## config.mk

```make
export PLATFORM = sky130hd
export DESIGN_NAME = quad_decoder
export DESIGN_NICKNAME = d
export VERILOG_FILES = /design/src/rtl/quad_decoder.sv
export SDC_FILE = /design/constraint.sdc
export NUM_CORES = 1
export LEC_CHECK = 0
export CORE_UTILIZATION = 51
export CTS_CLUSTER_SIZE = 16
export DETAILED_ROUTE_END_ITERATION = 6
export PLACE_DENSITY = 0.76
export SYNTH_ARGS = -nofsm -noshare
export SYNTH_HDL_FRONTEND = slang
export SYNTH_SLANG_ARGS = --single-unit
export TNS_END_PERCENT = 1
```

## constraint.sdc

```tcl
create_clock -name clk -period 2.9 [get_ports clk]
set_input_delay 0.58 -clock clk [delete_from_list [all_inputs] [get_ports clk]]
set_output_delay 0.58 -clock clk [all_outputs]
set_load 0.02 [all_outputs]
```

## src/rtl/quad_decoder.sv

```systemverilog
// quad_decoder: quadrature (A/B phase) decoder with a wrapping position counter.
// Both phase inputs are synchronized, then a small FSM waits for the synchronizers
// to fill after reset before it tracks Gray-code steps. Each legal step moves the
// count by +1 or -1, records the direction and pulses `step` for one cycle. A step
// where both phases change at once sets the sticky `err` flag.
module quad_decoder #(
    parameter int WIDTH       = 4,  // position counter width; count wraps modulo 2**WIDTH
    parameter int SYNC_STAGES = 2   // synchronizer depth per phase input, 2..4
) (
    input  logic             clk,
    input  logic             reset,    // asynchronous, active-low
    input  logic             qa,
    input  logic             qb,
    input  logic             clr,
    output logic [WIDTH-1:0] count,
    output logic             up_down,
    output logic             step,
    output logic             err
);

    typedef enum logic {
        ST_INIT,
        ST_TRACK
    } state_e;

    // The INIT counter only ever needs to reach SYNC_STAGES-1 (at most 3).
    localparam logic [2:0]       INIT_LAST = 3'(SYNC_STAGES - 1);
    localparam logic [WIDTH-1:0] ONE       = {{(WIDTH-1){1'b0}}, 1'b1};

    // Synchronizer chains; bit 0 is the first flop, bit SYNC_STAGES-1 the last.
    logic [SYNC_STAGES-1:0] qa_sync_q;
    logic [SYNC_STAGES-1:0] qb_sync_q;

    // s is the only view of the phases used by the decoder. s_next is the value
    // s will take after the coming edge.
    logic [1:0] s;
    logic [1:0] s_next;

    state_e           state_q,    state_d;
    logic [2:0]       init_cnt_q, init_cnt_d;
    logic [1:0]       prev_q,     prev_d;
    logic [WIDTH-1:0] count_q,    count_d;
    logic             up_down_q,  up_down_d;
    logic             step_q,     step_d;
    logic             err_q,      err_d;

    logic is_up;
    logic is_down;
    logic is_illegal;

    assign s      = {qa_sync_q[SYNC_STAGES-1], qb_sync_q[SYNC_STAGES-1]};
    assign s_next = {qa_sync_q[SYNC_STAGES-2], qb_sync_q[SYNC_STAGES-2]};

    // Shift each asynchronous phase input through its synchronizer chain.
    always_ff @(posedge clk or negedge reset) begin
        if (!reset) begin
            qa_sync_q <= '0;
            qb_sync_q <= '0;
        end else begin
            // NOTE: non-blocking assignments give every flop in the chain the
            // value its predecessor held before the edge; blocking would collapse
            // the chain into a single stage.
            qa_sync_q <= {qa_sync_q[SYNC_STAGES-2:0], qa};
            qb_sync_q <= {qb_sync_q[SYNC_STAGES-2:0], qb};
        end
    end

    // Classify the move from the last tracked phase pair to the current one.
    always_comb begin
        // NOTE: every output of a combinational block gets a default first, so
        // no path through the case leaves it unassigned and infers a latch.
        is_up   = 1'b0;
        is_down = 1'b0;
        case ({prev_q, s})
            4'b00_01, 4'b01_11, 4'b11_10, 4'b10_00: is_up   = 1'b1;
            4'b00_10, 4'b10_11, 4'b11_01, 4'b01_00: is_down = 1'b1;
            default: ;
        endcase
    end

    // Both phases flipping between two samples cannot be resolved to a direction.
    assign is_illegal = ((prev_q ^ s) == 2'b11);

    // Next-state and datapath: INIT lets the synchronizers fill, TRACK decodes steps.
    always_comb begin
        state_d    = state_q;
        init_cnt_d = init_cnt_q;
        prev_d     = prev_q;
        count_d    = count_q;
        up_down_d  = up_down_q;
        step_d     = 1'b0;
        err_d      = err_q;

        case (state_q)
            ST_INIT: begin
                // Outputs keep their reset values and clr is ignored here. On the
                // last INIT cycle prev captures the level that s holds from the
                // coming edge on, so the phase level present at reset release is
                // never seen as a step or as an illegal move.
                if (init_cnt_q == INIT_LAST) begin
                    prev_d  = s_next;
                    state_d = ST_TRACK;
                end else begin
                    init_cnt_d = init_cnt_q + 3'd1;
                end
            end

            ST_TRACK: begin
                // The current sample is always consumed, even when clr discards it.
                prev_d = s;
                if (clr) begin
                    count_d = '0;
                    err_d   = 1'b0;
                end else if (is_up) begin
                    count_d   = count_q + ONE;
                    up_down_d = 1'b1;
                    step_d    = 1'b1;
                end else if (is_down) begin
                    count_d   = count_q - ONE;
                    up_down_d = 1'b0;
                    step_d    = 1'b1;
                end else if (is_illegal) begin
                    err_d = 1'b1;
                end
            end

            default: state_d = ST_INIT;
        endcase
    end

    // State, previous-phase and output registers.
    always_ff @(posedge clk or negedge reset) begin
        if (!reset) begin
            state_q    <= ST_INIT;
            init_cnt_q <= '0;
            prev_q     <= 2'b00;
            count_q    <= '0;
            up_down_q  <= 1'b0;
            step_q     <= 1'b0;
            err_q      <= 1'b0;
        end else begin
            state_q    <= state_d;
            init_cnt_q <= init_cnt_d;
            prev_q     <= prev_d;
            count_q    <= count_d;
            up_down_q  <= up_down_d;
            step_q     <= step_d;
            err_q      <= err_d;
        end
    end

    assign count   = count_q;
    assign up_down = up_down_q;
    assign step    = step_q;
    assign err     = err_q;

endmodule

```

### Yosys cells after proc, flatten, opt, wreduce, memory -nomap -nowiden

Cells that the tools add are included.

* add/subtract/negate cells: 3
* equality and inequality tests: 13
* muxes and demuxes: 19
* bitwise logic cells: 4
* reduce and logical (&&, ||, !) cells: 9

Operator list (number)
* == test 4 bit, second input constant: 4
* two-way mux 1 bit: 14
* two-way mux 4 bit: 3
* == test 4 x 3 -> 1 bit, second input constant: 2
* OR reduction 4 bit: 2
* inequality test 2 bit, second input constant: 3
* adder 4 x 1 -> 4 bit, second input constant: 1
* == test 4 x 1 -> 1 bit, second input constant: 1
* == test 4 x 2 -> 1 bit, second input constant: 1
* case mux 2 bit (2 select lines): 1
* AND reduction 2 bit: 2
* AND reduction 4 bit: 1
* nonzero test 2 bit: 2
* subtractor 4 x 1 -> 4 bit, second input constant: 1
* adder 3 x 1 -> 3 bit, second input constant: 1
* == test 3 x 1 -> 1 bit, second input constant: 1
* inverter 1 bit: 3
* AND reduction 3 bit: 1
* nonzero test 3 bit: 1
* == test 2 bit, second input constant: 1
* two-way mux 2 bit: 1
* XOR 2 bit: 1

* flip-flop bits (word level): 17
* input port bits: 5
* word-level logic and storage cells: 57

### Longest topological paths before layout

* depth after elaboration: 7
* depth in mapped cells: 7
* mapped depth without buffers: 7

### Worst setup path before layout

Ideal clock, no wire load.

* path kind: register -> register
* start: reg qa_sync_q[1]
* end: reg count_q[3], in the netlist count[3]
* setup time: 87 ps
* data arrival time: 2046 ps
* path slack: 767 ps
* stages on the path, launching flop included: 8
* period minus slack after synthesis: 2133 ps
* cell sequence: dfrtp_1 xor2_1 or2_1 ha_1 a21oi_1 a211oi_1 or4b_1 a22oi_1

* word-level cells in the longest chain between the ends: 5

Ends and longest elaborated chain
* start, declared: line 31 `logic [SYNC_STAGES-1:0] qa_sync_q;`
* start signal, assigned: line 63 `qa_sync_q <= {qa_sync_q[SYNC_STAGES-2:0], qa};`
* == test 4 x 1 -> 1 bit (tied with other cells): line 74 `case ({prev_q, s})`
* OR reduction 4 bit: line 74
* two-way mux 1 bit: line 74
* nonzero test 3 bit (no line) / two-way mux 4 bit (equally long branches)
* AND reduction 2 bit (no line) / two-way mux 4 bit (equally long branches)
* end signal, assigned: line 145 `count_q <= count_d;`
* end, declared: line 42 `logic [WIDTH-1:0] count_q, count_d;`

Several ways; a longest one is shown, not always the timed one.
A chain may end at the register's enable or synchronous reset.

### Final worst setup path

Ends and elaborated chain as after synthesis.

==> reports/qor.yml <==
final_layout:
  drive_gt1_frac: 0.0750
  diodes: 0
  area_growth_pct: 18.8
  nets: 91
  nFillCells: 99
synth:
  synth_area_leaders: "dfrtp_1 (53%), ha_1 (6.2%), mux2i_1 (5.0%)"
  synthAdderAreaFrac: 0.0870
  muxShareOfSynthArea: 0.0776
  syn-num-nets: 76
  synth-simple-area-share: 0.0652
  synth_cell_types: 25
  syn_avg_cell_area_um2: 12.2
  synthesis.instances: 66
  ys.flop_type: "dfrtp_1"
  ys_ff_latch: 17
  yosysSeqAreaShare: 0.528
  ys.warnings.count: 0
  synth_top_area_frac: 0.528
  yosys.area.top_type: "dfrtp_1"
  async_flop_share: 1.00
  synth_common_cells: "dfrtp_1 (17), inv_1 (6)"
  synthesis.area_um2: 806
  synth_edf_count: 0
  synth_xor_area_frac: 0.0963
  synth_top_family_by_area: "compound AO/OA/AOI/OAI gates"
  synth.most_common_cell: "dfrtp_1"
  synth_compound_area_frac: 0.113
global_routing:
  grt_pass1_vias: 486
  grt_usage: 0.161
  antenna_found_initial: 0
  grt_pass1_wl_um: 2110
  grt_start_max_net_pins: 18
  grt_overflow: 0
sta:
  setup_viol: 0
  finalCritPeriodShare: 0.786
  fin_ws_ns: 0.621
  fin_skew_ns: 0.00263
  timing.fmax_ghz: 0.439
  rsz0062_at_grt: "no"
  period_needed_ns: 2.28
  finalHoldViolCount: 0
  slew_viol_final: 0
  fin_setup_tns_ns: 0
  relSlewSlack: 0.512
  tightest_slew_ns: 0.730
drt:
  num_vias: 506
  wl_um: 1190
  drc: 0
  drt.antenna.violating_nets: 0
  drt_iter0_drc: 10
  post_drt_wl_per_cell_um: 12.6
  via_per_inst: 5.33
  first_pass_iters: 3
setup_path:
  cp.required_ns: 3.11
  r2r_start: "qa_sync_q[1]"
  worstReg2RegEnd: "count[3]"
  endpoint_kind: "flop"
  ff2ff_path_depth: 7
  cp.arrival_ns: 2.49
  path_class: "flop to flop"
  start_kind: "flop"
  cp_max_fo: 4
  r2r_slack_ns: 0.62
power:
  p_leak_nw: 0.426
  p_per_area_mw_per_mm2: 666
  ir_drop_v: 0.000433
placed_design:
  place.gp.congestion: 0.735
  dpl.hpwl_um: 922
  dp_slack_ns: 0.626
  io_buffers: 11
cts:
  clock_latency_ns: 0.28
  cts_resized: 0
  cts_tree: "built"
  htreeDepth: 1
  clk_pin_slew_ns: 0.10
  postCtsSetupRepairBufs: 0
  cts_made_buffers: 3
  cts_sinks: 17
  cts_max_path_buffers: 2
  cts-root-buf: "clkbuf_4"
  postCtsHoldBufs: 0
floorplan:
  coreArea_mm2: 0.00138
  dieArea_mm2: 0.00174
  die_w_um: 41.8
  rows: 13
  io_pins: 12
  die_h_um: 41.8
  initial_core_util: 0.583
worst_hold_path:
  min_to: "qb_sync_q[1]"
  hold_path_class: "flop to flop"
  min_from: "qb_sync_q[0]"
  hold_depth: 0
run_status:
  status: "complete, no violations"
job:
  drv_cap: 0
[layout make-up]
| cell class | count | area (µm²) | share of cell area |
|---|---|---|---|
| flip-flops and latches | 17 | 425 | 0.444 |
| multi-input cells | 42 | 354 | 0.370 |
| repair buffers | 11 | 110 | 0.115 |
| clock buffers | 4 | 26.3 | 0.0275 |
| inverters | 6 | 22.5 | 0.0235 |
| well taps | 15 | 18.8 | 0.0196 |
[critical path: stages, from the launching register on]
cell and delay (ns):
dfrtp_1 0.42, xor2_1 0.19, or2_1 0.28, ha_1 0.34
a21oi_1 0.20, a211oi_1 0.12, or4b_1 0.51, a22oi_1 0.14
[metal layers]
layer	GRT usage	vias to the layer above	wire length (µm)
met5	0	-	0
met4	0.0774	0	15
li1	-	253	-
met3	0.0304	2	41
met1	0.197	241	553
met2	0.272	10	583
[per-stage QoR]
step                instance area, µm²  instances  utilization  hold slack, ns  power (mW)
floorplan                          806         66            -           0.284       0.435
global placement                   931         91        0.673           0.355       0.513
detailed placement                 931         91        0.673           0.359       0.524
CTS                                957         95        0.692           0.382       0.645
global route                       957         95        0.692           0.386       0.671
finish                             957         95        0.692           0.380       0.637
[power breakdown]
part | switching, mW | internal (mW)
Clock | 0.0702 | 0.0533
Sequential | 0.0266 | 0.268
Combinational | 0.106 | 0.114
Total | 0.203 | 0.435
[cells by family after synthesis]
family,after synthesis
xor+xnor,8
simple gates,10
mux,6
compound gates,13
flops,17
fa+ha+maj,5
buf+inv,7
[sequential cells by signal, indices dropped and copies added, names as in the netlist]
signal / cells
count: 4
up_down: 1
qb_sync_q: 2
err: 1
prev_q: 2
init_cnt_q: 3
state_q: 1
step: 1
qa_sync_q: 2
[worst max-delay path by stage]
| stage | start | endpoint | slack, ns | cells after the start |
|---|---|---|---|---|
| after global placement | qa_sync_q[1] | count[3] | 0.70 | 7 |
| after global routing | qb_sync_q[1] | count[3] | 0.45 | 7 |
| final | qa_sync_q[1] | count[3] | 0.62 | 7 |
| after floorplan | qa_sync_q[1] | count[3] | 0.77 | 7 |
| after detailed placement | qa_sync_q[1] | count[3] | 0.63 | 7 |
| after CTS | qa_sync_q[1] | count[3] | 0.61 | 7 |
[placed cells by master (no fill, tap or decap)]
cell | netlist | routed
a211oi_1 | 1 | 1
a21oi_1 | 4 | 4
a22o_1 | 1 | 1
a22oi_1 | 1 | 1
clkbuf_1 | 1 | 1
clkbuf_4 | 0 | 3
clkdlybuf4s50_1 | 0 | 11
dfrtp_1 | 17 | 17
fa_1 | 1 | 1
ha_1 | 4 | 4
inv_1 | 6 | 6
mux2_1 | 1 | 1
mux2_2 | 1 | 1
mux2i_1 | 4 | 4
nand2_1 | 4 | 4
nand3_1 | 1 | 1
nor2_1 | 1 | 1
nor2b_1 | 2 | 2
o2111ai_1 | 1 | 1
o211a_1 | 2 | 2
o21ai_0 | 2 | 2
o21ai_2 | 1 | 1
or2_1 | 1 | 1
or4b_1 | 1 | 1
xnor2_1 | 4 | 4
xnor2_2 | 1 | 1
xor2_1 | 3 | 3
(Power assumes the default switching activity.)
